==> src/rtl/clock_div_switcher.sv <==
// clock_div_switcher: selectable integer clock divider with drained, gapped, glitch-free switching
module clock_div_switcher #(
  parameter int NUM_CLKS   = 3,
  parameter int CNT_W      = 4,
  parameter int SEL_W      = $clog2(NUM_CLKS + 1),
  parameter int GAP_CYCLES = 1,
  parameter int RESET_SEL  = 2
) (
  input  logic                      clk,
  input  logic                      reset,
  input  logic [NUM_CLKS*CNT_W-1:0] cfg_div,
  input  logic                      switch_val,
  output logic                      switch_rdy,
  input  logic [SEL_W-1:0]          switch_msg,
  output logic                      clk_div,
  output logic                      clk_en,
  output logic [SEL_W-1:0]          cur_sel,
  output logic                      switch_done
);
  localparam logic [1:0] RUN = 2'd0, DRAIN = 2'd1, GAP = 2'd2, PARK = 2'd3;
  localparam logic [SEL_W-1:0] PARK_SEL = SEL_W'(NUM_CLKS);
  localparam logic [SEL_W-1:0] INIT_SEL = SEL_W'(RESET_SEL);
  logic [1:0] state, ns;
  logic [CNT_W-1:0] k, r, kk, r_raw, r_eff;
  logic [CNT_W:0] half;
  logic [3:0] gcnt;
  logic [SEL_W-1:0] nsel, m, tgt, new_sel, rsel;
  logic acc, sw, pend, leave, to_gap, run_nxt, last;
  // k holds the period index to present next; leaving a switch restarts it at 0
  always_comb begin
    m = switch_msg > PARK_SEL ? PARK_SEL : switch_msg;
    acc = switch_val & switch_rdy;
    sw = acc & (m != cur_sel);
    pend = (state == DRAIN) | (state == RUN & sw);
    tgt = state == DRAIN ? nsel : m;
    to_gap = (GAP_CYCLES != 0) & ((pend & k == '0) | (state == PARK & sw));
    leave = (state == GAP & gcnt == '0) | ((GAP_CYCLES == 0) & ((pend & k == '0) | (state == PARK & sw)));
    new_sel = state == GAP ? nsel : tgt;
    rsel = leave ? new_sel : cur_sel;
    kk = leave ? '0 : k;
    run_nxt = leave ? new_sel != PARK_SEL : (state == RUN | state == DRAIN) & !to_gap;
    r_raw = CNT_W'(1);
    for (int i = 0; i < NUM_CLKS; i++)
      if (rsel == SEL_W'(i)) r_raw = cfg_div[i*CNT_W +: CNT_W];
    r_eff = kk != '0 ? r : (r_raw == '0 ? CNT_W'(1) : r_raw);
    half = ({1'b0, r_eff} + 1'b1) >> 1;
    last = kk == r_eff - CNT_W'(1);
    ns = leave ? (new_sel == PARK_SEL ? PARK : RUN) : to_gap ? GAP :
         (state == GAP | state == PARK) ? state : pend ? DRAIN : RUN;
  end
  always_ff @(posedge clk) begin
    if (reset) begin
      state <= INIT_SEL == PARK_SEL ? PARK : RUN;
      k <= '0;
      r <= CNT_W'(1);
      gcnt <= '0;
      nsel <= INIT_SEL;
      cur_sel <= INIT_SEL;
      clk_div <= 1'b0;
      clk_en <= 1'b0;
      switch_rdy <= 1'b0;
      switch_done <= 1'b0;
    end else begin
      state <= ns;
      clk_div <= run_nxt & ({1'b0, kk} < half);
      clk_en <= run_nxt & last;
      k <= (run_nxt & !last) ? kk + CNT_W'(1) : '0;
      r <= r_eff;
      gcnt <= to_gap ? 4'(GAP_CYCLES - 1) : (gcnt == '0 ? '0 : gcnt - 4'd1);
      if (state != GAP) nsel <= tgt;
      cur_sel <= rsel;
      switch_rdy <= ns == RUN | ns == PARK;
      switch_done <= leave | (acc & m == cur_sel);
    end
  end
endmodule
==> config.mk <==
export PLATFORM = sky130hd
export DESIGN_NAME = clock_div_switcher
export DESIGN_NICKNAME = d
export VERILOG_FILES = /design/src/rtl/clock_div_switcher.sv
export SDC_FILE = /design/constraint.sdc
export NUM_CORES = 1
export LEC_CHECK = 0
export CORE_ASPECT_RATIO = 0.9
export CORE_MARGIN = 5
export CORE_UTILIZATION = 30
export DETAILED_ROUTE_END_ITERATION = 8
export PLACE_DENSITY = 0.56
export SYNTH_ARGS = -nofsm -noshare
export SYNTH_HDL_FRONTEND = slang
export SYNTH_SLANG_ARGS = --single-unit
==> constraint.sdc <==
create_clock -name clk -period 10.11 [get_ports clk]
set_clock_uncertainty 0.2 [all_clocks]
set_input_delay 2.5275 -clock clk [delete_from_list [all_inputs] [get_ports clk]]
set_output_delay 2.5275 -clock clk [all_outputs]
set_load 0.02 [all_outputs]
; Word-level counts from Yosys, hierarchy flattened
; Index checks and enable logic that the tools add are counted.
[classes]
n_bitwise = 18
reduce_logical = 11
mux = 16
order_cmp = 2
n_addsub = 4
n_eq_ne = 12
[ops]
columns = op, count
row1 = 4-bit two-way mux, 6
row2 = 2-bit two-way mux, 8
row3 = 4-bit logical NOT, 3
row4 = 1-bit bitwise AND, 11
row5 = 2-bit equality test (second input constant), 5
row6 = 4-bit by 1-bit subtractor with 4-bit output (second input constant), 2
row7 = 2-bit logical NOT, 3
row8 = 1-bit OR, 6
row9 = 4-bit by 1-bit adder with 5-bit output (second input constant), 1
row10 = 4-bit by 1-bit adder with 4-bit output (second input constant), 1
row11 = 2-bit by 1-bit equality test with 1-bit output (second input constant), 2
row12 = 4-bit equality test, 1
row13 = 4-bit less-than comparator, 1
row14 = 2-bit inequality test (second input constant), 2
row15 = 4-bit nonzero test, 1
row16 = 3-bit OR reduction, 1
row17 = 2-bit equality test, 1
row18 = 2-bit > comparator (second input constant), 1
row19 = 1-bit logical NOT, 2
row20 = 1-bit two-way mux, 2
row21 = 2-bit inequality test, 1
row22 = 2-bit OR reduction, 1
row23 = 1-bit NOT, 1
[word_totals]
elab_cells = 73
regBits = 22

; Depth between registers and ports, before layout
; Gate-level depths: netlist (run 1).
[logic_depth]
word_depth = 18
mapped_depth = 20
depth_no_buf = 19

; Least setup slack after synthesis (run 1)
; OpenSTA, ideal clock, no wires.
[synth_timing]
path_kind = input to register
from = input port cfg_div[9]
to = register k[2]
cell_stages = 12
required_time_ns = 9.823
path_buffers = 0
slack_ns = 5.008
setup_time_ns = 0.087
arrival_ns = 4.815
path_cell_list = mux2i_1 -> or3_1 -> a41oi_1 -> inv_1 -> ha_1 -> nor2b_1 -> o21ai_0 -> a211o_1 -> mux2_2 -> a2111oi_0 -> a31oi_1 -> o31ai_1
[synth_via]
elab_chain_cells = 10
[synth_rtl]
columns = item, line_no
row1 = start: declaration, 11  ; input logic [NUM_CLKS*CNT_W-1:0] cfg_div,
row2 = 4-bit two-way mux (*), 44  ; if (rsel == SEL_W'(i)) r_raw = cfg_div[i*CNT_W +: CNT_W];
row3 = 4-bit logical NOT, 45  ; r_eff = kk != '0 ? r : (r_raw == '0 ? CNT_W'(1) : r_raw);
row4 = 4-bit two-way mux (*) (2 in a row), 45
row5 = 4-bit by 1-bit subtractor with 4-bit output (*), 47  ; last = kk == r_eff - CNT_W'(1);
row6 = 4-bit equality test (*), 47
row7 = 1-bit logical NOT (*), 67  ; k <= (run_nxt & !last) ? kk + CNT_W'(1) : '0;
row8 = 1-bit bitwise AND (*), 67
row9 = 1-bit NOT (no source line) (*), --
row10 = 2-bit OR reduction (no source line) (*), --
row11 = end signal: assignment, 67
row12 = end: declaration, 24  ; logic [CNT_W-1:0] k, r, kk, r_raw, r_eff;
; Mark *: on every way between the ends. The rest lies on a longest branch, timed or not.
; A chain may end at the register's enable or synchronous reset.

; Worst setup path in the final report (run 1)
; Ends and elaborated chain as after synthesis.

==> results of run 1 <==
through the flow:
| stage | instance area [um^2] | power, uW | utilization | hold slack, ns | worst slack (ns) |
|---|---|---|---|---|---|
| floorplan | 1647 | 429.7 | - | 0.2128 | 5.008 |
| global placement | 1896 | 510.9 | 0.3586 | 0.2347 | 4.318 |
| detailed placement | 1896 | 512.1 | 0.3586 | 0.2397 | 4.259 |
| CTS | 1967 | 600.0 | 0.3721 | 0.2528 | 4.528 |
| global route | 1967 | 659.1 | 0.3721 | 0.2895 | 4.173 |
| finish | 1967 | 600.2 | 0.3721 | 0.2470 | 4.471 |
final cells by class:
type                            count  area share
Multi-Input combinational cell    160      0.5604
Inverter                           13     0.02481
Tap cell                           67     0.04262
Clock inverter                      1     0.01527
Timing Repair Buffer               22      0.1120
Sequential cell                    22      0.2239
Clock buffer                        3     0.02099
power groups by stage:
stage / Combinational, uW / Clock [uW] / Sequential [uW]
4_1_cts: 375 / 86.9 / 138
3_5_place_dp: 372 / 0 / 140
5_1_grt: 427 / 89.4 / 143
6_report: 378 / 84.2 / 138
2_1_floorplan: 294 / 0 / 135
3_3_place_gp: 370 / 0 / 141
worst min-delay path by stage:
stage / start / to / cells past startpoint
3_3_place_gp: gcnt[0] / gcnt[0] / 1
2_1_floorplan: gcnt[0] / gcnt[0] / 1
4_1_cts: gcnt[0] / gcnt[0] / 1
5_1_grt: gcnt[0] / gcnt[0] / 1
6_report: gcnt[0] / gcnt[0] / 1
3_5_place_dp: gcnt[0] / gcnt[0] / 1
cells by family after synthesis:
logic type / Yosys count
buf+inv: 23
flops: 22
mux: 11
xor+xnor: 11
fa+ha+maj: 9
simple gates: 73
compound gates: 56
worst register-to-register path, cell delays in order (launching register included):
cell and delay (ns):
dfxtp_1 0.54, and4bb_1 0.48, nand2_1 0.29, nand2_1 0.29
ha_1 0.31, and3b_1 0.21, a22o_1 0.22, nor2_1 0.06
a41oi_1 0.37, inv_1 0.11, ha_1 0.23, nor2b_1 0.11
o21ai_0 0.16, a211o_1 0.33, mux2_2 0.28, a2111oi_0 0.39
a31oi_1 0.08, o31ai_1 0.09
sequential cells by signal, summed over array words and instances, names as in the netlist:
signal / count
gcnt: 4
k: 4
r: 4
cur_sel: 2
nsel: 2
state: 2
clk_div: 1
clk_en: 1
switch_done: 1
switch_rdy: 1
layout by cell type (no fill, tap or decap), types with 3 or more instances in the layout:
cell type	netlist	final
dfxtp_1	22	22
xnor2_1	7	7
a21oi_1	13	13
nand2b_1	6	6
o22ai_1	4	4
clkbuf_8	0	3
nor2_1	19	19
xor2_1	4	4
nor3_1	3	3
a211oi_1	5	5
o211ai_1	3	3
inv_1	12	12
nand2_1	13	13
clkdlybuf4s50_1	0	22
mux2_2	3	3
nor2b_1	5	5
nand4_1	3	3
mux2i_1	8	8
nand3_1	8	8
ha_1	9	9
o21ai_0	11	11
a31oi_1	3	3
per-layer routing:
metal	part of all wire	track usage	routed length (um)
met1	0.50	0.1750	2070
met2	0.45	0.1935	1856
met3	0.039	0.02462	161
met4	0.0061	0.02568	25
met5	0	0	0
==> flow_summary.json, run 1 <==
{
  "synthesis.area_um2": 1647,
  "path_cells": "clkdlybuf4s50_1 -> mux2i_1 -> or3_1 -> a41oi_1 -> inv_1 -> ha_1 -> nor2b_1 -> o21ai_0 -> a211o_1 -> mux2_2 -> a2111oi_0 -> a31oi_1 -> o31ai_1",
  "synthAdderAreaFrac": 0.06839,
  "finalWirelength_um": 4113,
  "dr.pass1.iters": 4,
  "yosys.area.top_type": "dfxtp_1",
  "grt_antenna_before_repair": 0,
  "crit_family": "compound AO/OA/AOI/OAI gates",
  "die_h_um": 80.29,
  "drive_above_1_share": 0.06787,
  "synthFlopType": "dfxtp_1",
  "required_ns": 10.09,
  "ys_seq_area_frac": 0.2675,
  "crit_end": "k[2]",
  "synth_most_common_cell": "dfxtp_1",
  "insertedDiodeCount": 0,
  "path_class": "primary input to flip-flop",
  "synth_top_area_share": 0.2675,
  "cts_tree": "done",
  "p_clk_frac": 0.140,
  "core_area_um2": 5286,
  "grt-ovfl-total": 0,
  "fmax_mhz": 177.3,
  "synth-simple-area-share": 0.2409,
  "switchingPower_uw": 266.4,
  "rrSetupSlack_ns": 5.27,
  "reg2reg_from": "state[1]",
  "syn_inst": 205,
  "hold_violations": 0,
  "first_global_vias": 1467,
  "p_sw_frac": 0.4439,
  "synth-seq-cells": 22,
  "p_int_uw": 333.8,
  "htreeDepth": 1,
  "power.density_nw_per_um2": 305.1,
  "grt_start_max_net_pins": 18,
  "cp.buffers_inverters": 2,
  "synth.top_cells.by_area": "dfxtp_1 27%, ha_1 6.8%, mux2i_1 4.9%",
  "async_flop_share": 0,
  "syn_area_per_cell_um2": 8.032,
  "num_vias": 1558,
  "timing.final.crit_share": 0.5577,
  "cp-start-kind": "primary input",
  "cts_setup_buffers": 0,
  "relSlewSlack": 0.5647,
  "seq_power_share": 0.231,
  "grt_pass1_wl_um": 7072,
  "worstSetupStartpoint": "cfg_div[9]",
  "worstSkewPairLatency_ns": 0.27,
  "arrival_ns": 5.62,
  "synth_nets": 231,
  "port_buffers": 22,
  "slowest_stage": "clkdlybuf4s50_1",
  "irDropWorstVdd_mv": 0.2049,
  "setup-tns-final_ns": 0,
  "grtUsageTotal": 0.1237,
  "initial_core_util": 0.3115,
  "yosys_warnings": 0,
  "synth_compound_area_frac": 0.2325,
  "leakagePower_uw": 0.0007785,
  "place_inst": 284,
  "maxSlewViolCount": 0,
  "synthXorXnorAreaFrac": 0.05851,
  "status": "finished, final reports clean",
  "wl_per_cell_um": 14.28,
  "timing.rr.end": "k[2]",
  "clkTransAtPathRegs_ns": 0.09,
  "cts_sinks": 22,
  "synthToLayoutAreaGrowth_pct": 19.45,
  "fillers": 536,
  "die-area_um2": 7072,
  "cap_viol_max_count": 0,
  "cts_made_buffers": 3,
  "r2r_cells": 17,
  "multi_input_area_um2": 1102,
  "crit_fanout": 5,
  "clockBufferDepth": 2,
  "dp_hpwl_um": 3119,
  "muxShareOfSynthArea": 0.06915,
  "synth_edf_count": 0,
  "finalCriticalPeriod_ns": 5.639,
  "combPwrFrac": 0.629,
  "critPathCaptureType": "flip-flop",
  "pin_count": 23,
  "row_count": 25,
  "netlist_top_cells_count": "22 x dfxtp_1, 19 x nor2_1, 13 x a21oi_1, 13 x nand2_1, 12 x inv_1",
  "max_stage_delay_ns": 0.48,
  "hp-class": "flip-flop to flip-flop",
  "rsz0062_at_grt": "false",
  "final_antenna_net_count": 0,
  "worst_pin_slew_ns": 0.6509,
  "drt_iter0_markers": 134,
  "synth_top_family_by_area": "simple AND/OR/NAND/NOR gates",
  "instances_no_fill": 288,
  "postCtsResizedCells": 0,
  "place_congestion": 0.8194,
  "clock_tree.root_cell": "clkbuf_8",
  "drcViolationCount": 0,
  "setup_viol": 0,
  "vias_per_cell": 5.410,
  "yosysUniqueCellTypes": 52,
  "die_width_um": 88.09,
  "seq_area_um2": 440.4,
  "worstSetupPathDepth": 13,
  "cts-hold-fix-buffers": 0,
  "final_net_count": 248
}
Power figures use the tool's default switching activity.
==> inputs of run 2 (changes only) <==
clock period = 5.8 ns   (was 10.11 ns; I/O delays follow)
==> run 2 against run 1 <==
Against the previous run: worst setup slack got worse by 3.4 ns; hold slack got worse by 0.0022 ns; critical path depth rose by 3; via count decreased by 0.51%; die area did not move; final area increased by 0.38%; utilization increased by 0.14 points; total power increased by 74%; largest power group unchanged.
==> flow_summary.json, run 2 (same netlist as run 1, synthesis figures left out) <==
{
  "die-area_um2": 7072,
  "port_buffers": 22,
  "insertedDiodeCount": 0,
  "fmax_mhz": 211.5,
  "timing.final.crit_share": 0.8153,
  "htreeDepth": 1,
  "cts-hold-fix-buffers": 0,
  "path_class": "flip-flop to flip-flop",
  "vias_per_cell": 5.363,
  "grtUsageTotal": 0.1258,
  "die_width_um": 88.09,
  "finalCriticalPeriod_ns": 4.729,
  "critPathCaptureType": "flip-flop",
  "crit_end": "k[2]",
  "irDropWorstVdd_mv": 0.2706,
  "hp-class": "flip-flop to flip-flop",
  "worst_pin_slew_ns": 0.6612,
  "final_net_count": 249,
  "cts_tree": "done",
  "leakagePower_uw": 0.0007827,
  "slowest_stage": "dfxtp_1",
  "postCtsResizedCells": 0,
  "worstSetupStartpoint": "state[1]",
  "path_cells": "nand4bb_1 -> o21ai_0 -> ha_1 -> and3b_1 -> a22o_1 -> nor2_1 -> a41oi_1 -> inv_1 -> ha_1 -> nor2b_1 -> o21ai_0 -> a211o_1 -> mux2_2 -> a2111oi_0 -> a31oi_1 -> o31ai_1",
  "crit_fanout": 11,
  "final_util": 0.3735,
  "first_global_vias": 1511,
  "final_cell_mix": "22 x dfxtp_1, 22 x clkdlybuf4s50_1, 19 x nor2_1, 13 x nand2_1, 13 x a21oi_1",
  "synthToLayoutAreaGrowth_pct": 19.91,
  "timing.rr.end": "k[2]",
  "clock_tree.root_cell": "clkbuf_8",
  "grt_pass1_wl_um": 7148,
  "grt_start_max_net_pins": 18,
  "largest_registers": "gcnt: 4 flops, k: 4 flops, r: 4 flops",
  "cts_made_buffers": 3,
  "die_h_um": 80.29,
  "cts_sinks": 22,
  "grt-ovfl-total": 0,
  "max_stage_delay_ns": 0.56,
  "status": "finished, final reports clean",
  "rrSetupSlack_ns": 1.07,
  "drt_iter0_markers": 81,
  "row_count": 25,
  "reg2reg_from": "state[1]",
  "maxSlewViolCount": 0,
  "arrival_ns": 4.71,
  "core_area_um2": 5286,
  "instances_no_fill": 289,
  "place_congestion": 0.8050,
  "clkTransAtPathRegs_ns": 0.09,
  "dp_hpwl_um": 3147,
  "worstSkewPairLatency_ns": 0.27,
  "cp-start-kind": "flip-flop",
  "pin_count": 23,
  "power.density_nw_per_um2": 529.6,
  "setup_viol": 0,
  "relSlewSlack": 0.5578,
  "place_inst": 285,
  "cap_viol_max_count": 0,
  "clockBufferDepth": 2,
  "hold_depth": 1,
  "hold_violations": 0,
  "initial_core_util": 0.3115,
  "rsz0062_at_grt": "false",
  "wl_per_cell_um": 14.34,
  "drcViolationCount": 0,
  "final_antenna_net_count": 0,
  "r2r_cells": 16,
  "finalWirelength_um": 4145,
  "setup-tns-final_ns": 0,
  "dr.pass1.iters": 4,
  "num_vias": 1550,
  "drive_above_1_share": 0.07207,
  "cts_setup_buffers": 0,
  "required_ns": 5.78,
  "grt_antenna_before_repair": 0
}
[run 2: how the worst min path moves through the flow]
| stage | start | end | slack (ns) |
|---|---|---|---|
| floorplan | gcnt[0] | gcnt[0] | 0.21 |
| global placement | gcnt[0] | gcnt[0] | 0.23 |
| detailed placement | gcnt[0] | gcnt[0] | 0.23 |
| CTS | gcnt[0] | gcnt[0] | 0.25 |
| global route | gcnt[0] | gcnt[0] | 0.27 |
| finish | gcnt[0] | gcnt[0] | 0.24 |
[run 2: worst max-delay path, delay by kind of cell, from the launching register on]
family / cells / cell delay, ns
buffers and inverters: 1 / 0.11
adder cells (fa/ha/maj): 2 / 0.57
flip-flops: 1 / 0.56
multiplexers: 1 / 0.28
AND/OR/NAND/NOR: 4 / 0.77
AO/OA/AOI/OAI: 8 / 2.16
[run 2: cell type report]
type	count	area, um^2
clock buffers	3	41.29
clock inverters	1	30.03
fillers	533	3312
inverters	13	48.80
multi-input cells	160	1102
flip-flops and latches	22	440.4
well taps	67	83.83
repair buffers	23	227.7
[run 2: stage by stage]
| stage | cell area (um^2) | hold WS (ns) | setup WS [ns] | total power [uW] |
|---|---|---|---|---|
| finish | 1974 | 0.2448 | 1.071 | 1046 |
| global route | 1974 | 0.2678 | 0.6783 | 1145 |
| CTS | 1974 | 0.2522 | 1.121 | 1049 |
| detailed placement | 1903 | 0.2343 | 1.020 | 892.9 |
| global placement | 1903 | 0.2341 | 1.092 | 893.9 |
| floorplan | 1647 | 0.2128 | 1.775 | 748.9 |
[run 2: metal layers]
layer / routed length [um] / global-route usage / vias to the layer above
li1: - / - / 779
met1: 2000 / 0.1669 / 736
met2: 1890 / 0.2041 / 31
met3: 218 / 0.03385 / 4
met4: 35 / 0.02568 / 0
met5: 0 / 0 / -
[run 2: power breakdown]
part | leakage (uW) | internal (uW) | switching (uW)
registers | 0.000181 | 198 | 43.4
clock network | 0.0000357 | 92.3 | 54.1
logic | 0.000566 | 292 | 366
total | 0.000783 | 583 | 463
